==> src/rtl/opll_write_sched_if.sv <==
// CPU request / OPLL bus bundle for the write scheduler.
// master = CPU-side driver, slave = the scheduler itself.
interface opll_write_sched_if #(
  parameter int DEPTH = 8
);
  logic                   req_valid;
  logic                   req_ready;
  logic [1:0]             req_chip;
  logic                   req_addr;
  logic [7:0]             req_data;
  logic [2:0]             opll_cs;
  logic [2:0]             opll_wr;
  logic                   opll_addr;
  logic [7:0]             opll_din;
  logic [2:0]             busy;
  logic [$clog2(DEPTH):0] level;
  logic                   err;

  modport master (
    output req_valid, req_chip, req_addr, req_data,
    input  req_ready, opll_cs, opll_wr, opll_addr, opll_din, busy, level, err
  );
  modport slave (
    input  req_valid, req_chip, req_addr, req_data,
    output req_ready, opll_cs, opll_wr, opll_addr, opll_din, busy, level, err
  );
endinterface

==> src/rtl/opll_write_sched.sv <==
// Queues CPU OPLL writes and issues them one at a time, honouring the
// YM2413 per-chip post-write recovery time counted in master-clock enables.
module opll_write_sched #(
  parameter int DEPTH      = 8,
  parameter int ADDR_WAIT  = 12,
  parameter int DATA_WAIT  = 84,
  parameter int STROBE_CEN = 2
) (
  input  logic clk,
  input  logic rst,
  input  logic cen,
  opll_write_sched_if.slave bus
);
  localparam int PW = $clog2(DEPTH);
  localparam int LW = PW + 1;
  localparam int SW = $clog2(STROBE_CEN + 1);

  typedef struct packed {
    logic [1:0] chip;
    logic       addr;
    logic [7:0] data;
  } req_t;

  typedef enum logic {IDLE, STROBE} state_t;

  req_t            mem [DEPTH];
  req_t            head;
  logic [PW-1:0]   wptr, rptr;
  logic [LW-1:0]   level;
  logic            push, pop, issue, drop, strobe_end;
  logic [2:0]      busy;
  logic [3:0]      busy_ext;
  logic [SW-1:0]   scnt;
  logic [2:0]      cs;
  logic            a0;
  logic [7:0]      din;
  logic            err;
  state_t          state, state_nx;

  assign bus.req_ready = (level != LW'(DEPTH));
  assign push          = bus.req_valid & bus.req_ready;
  assign head          = mem[rptr];
  assign pop           = issue | drop;
  // chip=3 never reaches the busy lookup, the extra bit just keeps the index in range
  assign busy_ext      = {1'b0, busy};

  always_ff @(posedge clk) begin
    if (push) mem[wptr] <= '{chip: bus.req_chip, addr: bus.req_addr, data: bus.req_data};
  end

  always_ff @(posedge clk or posedge rst) begin
    if (rst) begin
      wptr  <= '0;
      rptr  <= '0;
      level <= '0;
    end else begin
      if (push) wptr <= wptr + PW'(1);
      if (pop)  rptr <= rptr + PW'(1);
      case ({push, pop})
        2'b10:   level <= level + LW'(1);
        2'b01:   level <= level - LW'(1);
        default: level <= level;
      endcase
    end
  end

  always_ff @(posedge clk or posedge rst) begin
    if (rst) state <= IDLE;
    else     state <= state_nx;
  end

  always_comb begin
    state_nx   = state;
    issue      = 1'b0;
    drop       = 1'b0;
    strobe_end = 1'b0;
    case (state)
      IDLE: begin
        // head-of-line blocking keeps the global write order intact
        if (level != '0) begin
          if (head.chip == 2'd3) begin
            drop = 1'b1;
          end else if (!busy_ext[head.chip]) begin
            issue    = 1'b1;
            state_nx = STROBE;
          end
        end
      end
      STROBE: begin
        if (cen && scnt == SW'(1)) begin
          strobe_end = 1'b1;
          state_nx   = IDLE;
        end
      end
      default: state_nx = IDLE;
    endcase
  end

  always_ff @(posedge clk or posedge rst) begin
    if (rst) begin
      scnt <= '0;
      cs   <= '0;
      a0   <= 1'b0;
      din  <= '0;
      err  <= 1'b0;
    end else begin
      if (issue) begin
        scnt <= SW'(STROBE_CEN);
        cs   <= 3'(3'b001 << head.chip);
        a0   <= head.addr;
        din  <= head.data;
      end else if (strobe_end) begin
        scnt <= '0;
        cs   <= '0;
      end else if (state == STROBE && cen) begin
        scnt <= scnt - SW'(1);
      end
      if (drop) err <= 1'b1;
    end
  end

  for (genvar k = 0; k < 3; k++) begin : g_rec
    logic [6:0] c;
    // a load at strobe end wins over the decrement of the same cen
    always_ff @(posedge clk or posedge rst) begin
      if (rst)                        c <= '0;
      else if (strobe_end && cs[k])   c <= a0 ? 7'(DATA_WAIT) : 7'(ADDR_WAIT);
      else if (cen && c != '0)        c <= c - 7'd1;
    end
    assign busy[k] = (c != '0);
  end

  assign bus.opll_cs   = cs;
  assign bus.opll_wr   = cs;
  assign bus.opll_addr = a0;
  assign bus.opll_din  = din;
  assign bus.busy      = busy;
  assign bus.level     = level;
  assign bus.err       = err;
endmodule

==> src/flat_wrapper.sv <==
// flat-port wrapper written by rule: the top's interface ports become plain ports
module opll_write_sched_flat 
#(
  parameter int DEPTH      = 8,
  parameter int ADDR_WAIT  = 12,
  parameter int DATA_WAIT  = 84,
  parameter int STROBE_CEN = 2
)
  (clk, rst, cen, bus_req_valid, bus_req_chip, bus_req_addr, bus_req_data, bus_req_ready, bus_opll_cs, bus_opll_wr, bus_opll_addr, bus_opll_din, bus_busy, bus_level, bus_err);
  opll_write_sched_if #(.DEPTH(DEPTH)) bus_i ();
  input  logic clk;
  input  logic rst;
  input  logic cen;
  input wire logic [$bits(bus_i.req_valid)-1:0] bus_req_valid;
  input wire logic [$bits(bus_i.req_chip)-1:0] bus_req_chip;
  input wire logic [$bits(bus_i.req_addr)-1:0] bus_req_addr;
  input wire logic [$bits(bus_i.req_data)-1:0] bus_req_data;
  output wire logic [$bits(bus_i.req_ready)-1:0] bus_req_ready;
  output wire logic [$bits(bus_i.opll_cs)-1:0] bus_opll_cs;
  output wire logic [$bits(bus_i.opll_wr)-1:0] bus_opll_wr;
  output wire logic [$bits(bus_i.opll_addr)-1:0] bus_opll_addr;
  output wire logic [$bits(bus_i.opll_din)-1:0] bus_opll_din;
  output wire logic [$bits(bus_i.busy)-1:0] bus_busy;
  output wire logic [$bits(bus_i.level)-1:0] bus_level;
  output wire logic [$bits(bus_i.err)-1:0] bus_err;
  assign bus_i.req_valid = bus_req_valid;
  assign bus_i.req_chip = bus_req_chip;
  assign bus_i.req_addr = bus_req_addr;
  assign bus_i.req_data = bus_req_data;
  assign bus_req_ready = bus_i.req_ready;
  assign bus_opll_cs = bus_i.opll_cs;
  assign bus_opll_wr = bus_i.opll_wr;
  assign bus_opll_addr = bus_i.opll_addr;
  assign bus_opll_din = bus_i.opll_din;
  assign bus_busy = bus_i.busy;
  assign bus_level = bus_i.level;
  assign bus_err = bus_i.err;
  opll_write_sched #(.DEPTH(DEPTH), .ADDR_WAIT(ADDR_WAIT), .DATA_WAIT(DATA_WAIT), .STROBE_CEN(STROBE_CEN)) u_core (.clk(clk), .rst(rst), .cen(cen), .bus(bus_i));
endmodule
==> config.mk <==
export PLATFORM = sky130hd
export DESIGN_NAME = opll_write_sched_flat
export DESIGN_NICKNAME = d
export VERILOG_FILES = /design/src/rtl/opll_write_sched_if.sv /design/src/rtl/opll_write_sched.sv /design/src/flat_wrapper.sv
export SDC_FILE = /design/constraint.sdc
export NUM_CORES = 1
export LEC_CHECK = 0
export BUFFER_PORTS_ARGS = -buffer_cell sky130_fd_sc_hd__buf_2
export CAP_MARGIN = 20
export CELL_PAD_IN_SITES_DETAIL_PLACEMENT = 2
export CELL_PAD_IN_SITES_GLOBAL_PLACEMENT = 2
export CORE_ASPECT_RATIO = 0.9
export CORE_MARGIN = 10
export CORE_UTILIZATION = 34
export DETAILED_ROUTE_END_ITERATION = 7
export GPL_ROUTABILITY_DRIVEN = 0
export GPL_TIMING_DRIVEN = 1
export PLACE_DENSITY = 0.74
export SYNTH_ARGS = -nofsm -noshare
export SYNTH_HDL_FRONTEND = slang
export SYNTH_SLANG_ARGS = --single-unit
export TNS_END_PERCENT = 20
==> constraint.sdc <==
create_clock -name clk -period 5.9 [get_ports clk]
set_clock_uncertainty 0.2 [all_clocks]
set_input_delay 0.885 -clock clk [delete_from_list [all_inputs] [get_ports clk]]
set_output_delay 0.885 -clock clk [all_outputs]
set_load 0.1 [all_outputs]
Word level (Yosys, flattened, before mapping)
Memories as Yosys holds them, arrays and structs flattened.
Index checks and enable logic that the tools add are counted.

storage, ports and cells
  bits in registers = 47
  memory bits (writable) = 88
  input bits = 15
  output and inout port bits = 24
  logic and storage cells = 77
  memories kept = 1

operators by class
  add/sub/neg operators = 8
  $lt $le $gt $ge = 1
  equal/unequal tests = 5
  shift-type cells = 1
  mux-type cells = 28
  bitwise logic cells = 3
  reductions and logical operators = 18

memories
  memory      words  width  rd ports  clocked after memory_dff  wr ports  line                    source
  u_core.mem  8      11     1         0                         1         opll_write_sched.sv:26  req_t mem [DEPTH];

operators with widths
  cell                 count
  $mux 7               7
  $reduce_bool 7->1    3
  $sub 7x1->7 const B  3
  $mux 1               13
  $reduce_bool 2->1    5
  $logic_and 1x1->1    8
  $pmux 4 s2           1
  $add 3x1->3 const B  2
  $mux 2               3
  $mux 3               2
  $add 4x1->4 const B  1
  $eq 2x1->1 const B   2
  $eq 2x2->1 const B   2
  $ne 4x4->1 const B   1
  $reduce_bool 4->1    1
  $sub 4x1->4 const B  1
  $lt 2x3->1 const B   1
  $reduce_bool 3->1    1
  $shl 1x2->3 const A  1
  $bmux 1 s2           1
  $pmux 1 s2           1
  $sub 2x1->2 const B  1
  $and 1x1->1          1
  $not 1->1            1
  $or 1x1->1           1

Depth between registers and ports, before layout
Gate-level depths: netlist of the first run.

  depth after elaboration = 10
  mapped depth = 12
  mapped depth without buffers = 12

Worst setup path after synthesis of the first run
OpenSTA, ideal clock, no wires.

  path kind = flip-flop to flip-flop
  start = reg u_core.g_rec[0].c[2]
  end = reg u_core.level[3] (netlist: u_core.bus.level[3])
  library setup time = 126 ps
  arrival = 3,679 ps
  data required time = 5,574 ps
  slack = 1,896 ps
  stages on the path, launching flop included = 12
  path buffers = 0
  period minus slack after synthesis = 4,004 ps
  cell sequence = dfrtp_1 -> nor4_1 -> nand3b_1 -> mux2_4 -> a221oi_4 -> ha_1 -> ha_1 -> a21o_1 -> a21oi_1 -> xnor2_1 -> nor2_1 -> xnor2_1

on the way
  longest elaborated chain between the ends = 10
  elaborated cells between the ends (all ways) = 12
  classes of those cells = eq/ne: 2; mux: 7; bitwise: 1; reduce/logical: 2

ends and longest elaborated chain
  item                                             line                     source
  from (decl)                                      opll_write_sched.sv:123  logic [6:0] c;
  from (signal assigned)                           opll_write_sched.sv:127  else if (strobe_end && cs[k]) c <= a0 ? 7'(DATA_WAIT) : 7'(ADDR_WAIT);
  from (signal assigned)                           opll_write_sched.sv:128  else if (cen && c != '0) c <= c - 7'd1;
  $reduce_bool 7->1 *                              opll_write_sched.sv:130  assign busy[k] = (c != '0);
  via bus_busy[0]                                  flat_wrapper.sv:23       output wire logic [$bits(bus_i.busy)-1:0] bus_busy;
  $bmux 1 s2 *                                     opll_write_sched.sv:83   end else if (!busy_ext[head.chip]) begin
  $mux 1 (implied by the code) *                   opll_write_sched.sv:83
  $mux 1 *                                         opll_write_sched.sv:83
  $mux 1 *                                         opll_write_sched.sv:81   if (head.chip == 2'd3) begin
  $mux 1 *                                         opll_write_sched.sv:80   if (level != '0) begin
  $mux 1 *                                         opll_write_sched.sv:77   case (state)
  $or 1x1->1 *                                     opll_write_sched.sv:43   assign pop = issue | drop;
  via u_core.pop                                   opll_write_sched.sv:30   logic push, pop, issue, drop, strobe_end;
  $eq 2x1->1 or $eq 2x2->1 (tied branches)         opll_write_sched.sv:59   case ({push, pop})
  $pmux 4 s2 or $reduce_bool 2->1 (tied branches)  --
  to (signal assigned)                             opll_write_sched.sv:60   2'b10: level <= level + LW'(1);
  to (signal assigned)                             opll_write_sched.sv:61   2'b01: level <= level - LW'(1);
  to (signal assigned)                             opll_write_sched.sv:62   default: level <= level;
  to (decl)                                        opll_write_sched.sv:29   logic [LW-1:0] level;

The timed path passes the listed nets; every way through them passes the cells marked *. The select of a mux whose other input is x is not followed.
A chain may end at the register's enable or synchronous reset.

Final worst setup path of the first run
  start = reg u_core.rptr[1]
  end = reg u_core.level[3] (netlist: u_core.bus.level[3])

on the way
  longest elaborated chain between the ends = 10
  elaborated cells between the ends (all ways) = 16
  classes of those cells = eq/ne: 3; mux: 10; bitwise: 1; reduce/logical: 1; memory: 1

ends and longest elaborated chain
  item                                             line                    source
  from (decl)                                      opll_write_sched.sv:28  logic [PW-1:0] wptr, rptr;
  from (signal assigned)                           opll_write_sched.sv:58  if (pop) rptr <= rptr + PW'(1);
  $mem_v2 8x11 *                                   --
  $bmux 1 s2                                       opll_write_sched.sv:83
  $mux 1 (implied by the code)                     opll_write_sched.sv:83
  $mux 1                                           opll_write_sched.sv:83
  $mux 1                                           opll_write_sched.sv:81
  $mux 1                                           opll_write_sched.sv:80
  $mux 1                                           opll_write_sched.sv:77
  $or 1x1->1 *                                     opll_write_sched.sv:43
  via u_core.pop                                   opll_write_sched.sv:30
  $eq 2x1->1 or $eq 2x2->1 (tied branches)         opll_write_sched.sv:59
  $pmux 4 s2 or $reduce_bool 2->1 (tied branches)  --

Marks and branches as above.

==> results.json, run 1 <==
{
  "outcome": "finished clean",
  "dpl_cell_area_mm2": 0.00622,
  "clock_sinks": 135,
  "slew_viol_final": 0,
  "fmax_mhz": 254,
  "net-switching-power_mw": 1.70,
  "path_class": "reg -> reg",
  "wl_per_cell_um": 21.5,
  "critPathRequiredTime_ns": 6.00,
  "grt_setup_unrepaired": "false",
  "synth_ff_type": "edfxtp_1",
  "fp.coreArea_mm2": 0.0167,
  "drv_cap": 0,
  "fp.dieW_um": 157,
  "drc": 0,
  "avgViaCountPerCell": 5.08,
  "async_flop_share": 0.348,
  "routed_wirelength_um": 13800,
  "dieArea_mm2": 0.0225,
  "antenna_found_initial": 0,
  "yosysWarnings": 0,
  "ir_worst_vdd_uv": 276,
  "grt_pass1_vias": 3818,
  "p_sw_frac": 0.406,
  "clock_power_share": 0.253,
  "yosysUniqueCellTypes": 40,
  "numPortBuffers": 38,
  "diodes": 0,
  "cp_max_fo": 14,
  "r2r_setup_slack_ns": 1.96,
  "initial_utilization": 0.344,
  "fin_cells": 641,
  "num-nets-final": 445,
  "synth_edf_count": 88,
  "postRouteAntennaNets": 0,
  "ys_seq_elements": 135,
  "p_per_area_mw_per_mm2": 614,
  "row_count": 45,
  "syn_area_mm2": 0.00575,
  "power_frac_seq": 0.354,
  "yosysSeqAreaShare": 0.664,
  "tns_ns": 0,
  "reg2reg_to": "u_core.bus.level[3]",
  "finalHoldViolCount": 0,
  "hold_buffers": 0,
  "startpoint_type": "flip-flop",
  "clockBufferDepth": 2,
  "power.internal_mw": 2.48,
  "synth_fp_nets": 390,
  "end_kind": "flip-flop",
  "grt_max_degree": 34,
  "first_pass_iters": 4,
  "cts_setup_buffers": 0,
  "finalPower_mw": 4.19,
  "combPwrFrac": 0.392,
  "drtIter0Drc": 197,
  "arrival_ns": 4.04,
  "num_io_pins": 39,
  "drive_gt1_frac": 0.281,
  "finish.utilization": 0.407,
  "period_minus_slack_ns": 3.94,
  "numCtsBuffers": 17,
  "grt_overflow_total": 0,
  "cts-resized-gates": 0,
  "worstMarginPinSlew_ns": 0.783,
  "final_common_cell": "edfxtp_1",
  "cts_root_buffer": "clkbuf_16",
  "hp-class": "in -> async",
  "slew_headroom": 0.478,
  "mostFrequentLayoutCells": "edfxtp_1 (88), dfrtp_1 (47), buf_2 (38)",
  "vias": 3258,
  "reg2regPathDepth": 12,
  "setup_viol": 0,
  "grt_pass1_wl_um": 22400,
  "finalInstanceArea_mm2": 0.00681,
  "syn_area_per_cell_um2": 15.9,
  "insertion_delay_ns": 0.41,
  "die_h_um": 143,
  "syn_inst": 362,
  "r2r_start": "u_core.rptr[1]",
  "dp.cells": 609,
  "fin_crit_sh": 0.668,
  "cts_tree": "done",
  "p_leak_nw": 2.61,
  "cts.htree.levels": 4,
  "synthToLayoutAreaGrowth_pct": 18.5,
  "cts.clk_slew.worst_paths_ns": 0.06,
  "dp_hpwl_um": 9100,
  "track_usage": 0.133
}
## flip-flops by register name, summed over array words and instances (netlist names)
| register | count |
|---|---|
| u_core.wptr | 3 |
| u_core.bus.opll_din | 8 |
| u_core.g_rec.c | 21 |
| u_core.state | 1 |
| u_core.bus.opll_addr | 1 |
| u_core.mem | 88 |
| u_core.rptr | 3 |
| u_core.bus.err | 1 |
| u_core.bus.level | 4 |
| u_core.scnt | 2 |
| u_core.bus.opll_cs | 3 |
## power by group through the flow
stage          Clock [mW]  Combinational (mW)  Sequential, mW
5_1_grt              1.13                1.79            1.53
6_report             1.06                1.64            1.48
4_1_cts              1.09                1.68            1.49
2_1_floorplan           0               0.976            1.79
3_5_place_dp            0                1.65            1.50
3_3_place_gp            0                1.59            1.48
## cell usage after synthesis, types with 2 or more instances
master    instances  area (um2)
a21o_1            6        45.0
a21oi_1          20         100
and3_1            5        31.3
buf_2             2        10.0
buf_4             3        22.5
buf_6             2        22.5
clkbuf_1          6        22.5
dfrtp_1          47        1180
edfxtp_1         88        2640
ha_1             12         150
inv_1            12        45.0
mux2_1            9         101
mux2_2           10         113
mux2_4            3        45.0
mux4_2           22         495
nand2_1          27         101
nand2b_1          2        12.5
nand3_1           6        30.0
nand3b_1          4        30.0
nor2_1           18        67.6
nor3_1            5        25.0
nor4_1            8        50.1
o21ai_0           3        15.0
o22ai_1           2        12.5
or3_1             3        18.8
xnor2_1          14         123
xor2_1           10        87.6
## worst max path at each step
stage	slack [ns]	endpoint	start	cells past startpoint
floorplan	1.90	u_core.bus.level[3]	u_core.g_rec[0].c[2]	11
global placement	2.08	u_core.bus.level[3]	u_core.rptr[1]	12
detailed placement	1.95	u_core.bus.level[3]	u_core.rptr[1]	12
CTS	1.92	u_core.bus.level[3]	u_core.rptr[1]	12
global route	1.73	u_core.bus.level[3]	u_core.rptr[1]	12
finish	1.96	u_core.bus.level[3]	u_core.rptr[1]	12
## kinds of logic (layout without fill, tap and decap cells)
| logic type | after synthesis | after routing | synth area share |
|---|---|---|---|
| compound gates | 38 | 38 | 0.0437 |
| xor+xnor | 24 | 24 | 0.0366 |
| fa+ha+maj | 13 | 13 | 0.0296 |
| buf+inv | 25 | 93 | 0.0213 |
| flops | 135 | 135 | 0.664 |
| mux | 45 | 45 | 0.135 |
| simple gates | 82 | 82 | 0.0696 |
## worst max-delay path, stage by stage (launching register included)
cell and delay (ns):
dfrtp_1 0.67, buf_4 0.35, mux4_2 0.57, mux2i_4 0.31
nor2_1 0.12, a221oi_4 0.37, ha_1 0.28, ha_1 0.27
a21o_1 0.19, a21oi_1 0.18, xnor2_1 0.13, nor2_1 0.07
xnor2_1 0.12
## area by class of cell
class,instances,area (um2)
clock inverters,15,165
flip-flops and latches,135,3820
inverters,12,45.0
clock buffers,17,425
fillers,1627,9910
multi-input cells,202,1810
well taps,211,264
repair buffers,49,285
## metal layers
layer	track usage	wire length, um	up-vias
met5	0	0	-
met3	0.0388	610	9
li1	-	-	1473
met1	0.155	5850	1716
met4	0.0339	93	0
met2	0.234	7210	60
## stage by stage
| stage | setup slack [ns] | hold slack (ns) |
|---|---|---|
| after floorplan | 1.90 | 0.259 |
| after global placement | 2.08 | 0.263 |
| after detailed placement | 1.95 | 0.278 |
| after CTS | 1.92 | 0.234 |
| after global routing | 1.73 | 0.252 |
| final | 1.96 | 0.242 |
(Power assumes the default switching activity.)
==> inputs of run 2 (changes only) <==
- PLACE_DENSITY: 0.74 -> 0.77
- clock period: 5.9 -> 3.6 ns (I/O delays scaled with it)
==> run 2 against run 1 <==
Final cell count increased by 1.4%. Design area increased by 1.6%. Sequential share of layout area decreased by 0.85 points.
==> results.json, run 2 (synthesis gave the netlist of run 1 again) <==
{
  "outcome": "finished clean",
  "n_fill_cell": 1612,
  "crit_path_max_incr_delay_ns": 0.51,
  "first_pass_iters": 4,
  "grt-busiest-layer": "met2",
  "critical-path-top-delay-family": "multiplexers",
  "critPathRequiredTime_ns": 3.70,
  "use_met1": 0.166,
  "num_io_pins": 39,
  "multi_input_area_mm2": 0.00183,
  "cp_max_fo": 6,
  "worstHoldPathCells": 1,
  "startpoint_type": "flip-flop",
  "slew_viol_final": 0,
  "postRouteAntennaNets": 0,
  "end_kind": "flip-flop",
  "vias": 3313,
  "period_minus_slack_ns": 3.43,
  "drc": 0,
  "p_per_area_mw_per_mm2": 1020,
  "numPortBuffers": 38,
  "path_depth": 11,
  "wl_per_cell_um": 22.8,
  "row_count": 45,
  "synthToLayoutAreaGrowth_pct": 20.3,
  "use_met2": 0.242,
  "clock_sinks": 135,
  "reg2regPathDepth": 11,
  "clockBufferDepth": 2,
  "arrival_ns": 3.54,
  "grt_use_met3": 0.0421,
  "num-nets-final": 454,
  "cts_tree": "done",
  "path_class": "reg -> reg",
  "cts_root_buffer": "clkbuf_16",
  "routed_wirelength_um": 14800,
  "path_cells": "mux4_2, mux2_4, mux2_4, a221oi_4, ha_2, ha_1, a21o_1, a21oi_2, xnor2_1, nor2_1, xnor2_1",
  "path_buf_inv": 0,
  "fp.dieW_um": 157,
  "r2r_setup_slack_ns": 0.17,
  "avgViaCountPerCell": 5.10,
  "grt_max_degree": 26,
  "numCtsBuffers": 17,
  "finalInstanceArea_mm2": 0.00692,
  "dpl_cell_area_mm2": 0.00629,
  "layout_setup_ws_ns": 0.166,
  "die_h_um": 143,
  "drv_cap": 0,
  "fmax_mhz": 291,
  "finalHoldViolCount": 0,
  "cts.clk_slew.worst_paths_ns": 0.06,
  "track_usage": 0.139,
  "fp.coreArea_mm2": 0.0167,
  "grt_pass1_wl_um": 23100,
  "p_leak_nw": 2.66,
  "mostFrequentLayoutCells": "edfxtp_1 (88), dfrtp_1 (46), buf_2 (38)",
  "slew_headroom": 0.549,
  "dieArea_mm2": 0.0225,
  "dp_hpwl_um": 9730,
  "initial_utilization": 0.344,
  "cts.htree.levels": 4,
  "antenna_found_initial": 0,
  "cp_slowest_cell": "mux4_2",
  "dp_slack_ns": 0.0471,
  "ir_worst_vdd_uv": 475,
  "worstMarginPinSlew_ns": 0.674,
  "final_common_cell": "edfxtp_1",
  "diodes": 0,
  "drtIter0Drc": 170,
  "drive_gt1_frac": 0.310,
  "insertion_delay_ns": 0.43,
  "register_area_mm2": 0.00382,
  "largest_reg_flops": 88,
  "setup_viol": 0,
  "grt_pass1_vias": 3706,
  "fin_crit_sh": 0.954,
  "grt_overflow_total": 0,
  "regMostFlops": "u_core.mem",
  "grt_setup_unrepaired": "false",
  "hp-class": "in -> reg"
}
## run 2: layer usage
layer  share of wire  vias to the layer above  wire [um]
li1                -                     1486          -
met1            0.43                     1761       6300
met2            0.53                       56       7870
met3           0.037                       10        553
met4          0.0058                        0         86
met5               0                        -          0
## run 2: report_power, final
group          total, mW  switching (mW)  internal [mW]
Combinational       2.86            1.82           1.04
Clock               1.78           0.724           1.06
Sequential          2.40           0.327           2.08
Total               7.04            2.87           4.17
## run 2: stage by stage
step                      power [mW]  TNS, ns  utilization  hold WS (ns)  std cells
final                           7.04        0        0.414         0.182        650
after global routing            7.45        0        0.414         0.191        650
after CTS                       7.10        0        0.413         0.171        648
after detailed placement        5.27        0        0.376         0.279        615
after global placement          5.10        0        0.375         0.265        614
after floorplan                 4.56   -0.775            -         0.259        362
## run 2: area by class of cell
class / count / share of cell area
clock inverter: 14 / 0.0237
sequential: 135 / 0.552
inverter: 12 / 0.00651
multi-input combinational: 202 / 0.265
tap: 211 / 0.0381
clock buffer: 18 / 0.0635
timing repair buffer: 58 / 0.0513
## run 2: path summary, 6_finish.rpt
kind                                         from                     end
max in group asynchronous                     rst          u_core.rptr[1]
min reg2reg                u_core.bus.opll_din[0]  u_core.bus.opll_din[0]
max reg2reg                        u_core.rptr[1]     u_core.bus.level[3]
min                               bus_req_data[1]        u_core.mem[1][1]
min in group asynchronous                     rst    u_core.g_rec[0].c[0]
max                                u_core.rptr[1]     u_core.bus.level[3]
## run 2: repair_timing
action                                  in CTS  in global routing
endpoints found under the setup margin       0                  2
hold buffers                                 1                  0
setup buffers                                0                  2
resized for setup                            0                  1
endpoints found under the hold margin       24                  0
## run 2: worst register-to-register path: stages, from the launching register on
cell and delay [ns]:
dfrtp_2 0.42, mux4_2 0.51, mux2_4 0.32, mux2_4 0.35
a221oi_4 0.37, ha_2 0.28, ha_1 0.23, a21o_1 0.19
a21oi_2 0.13, xnor2_1 0.13, nor2_1 0.07, xnor2_1 0.12
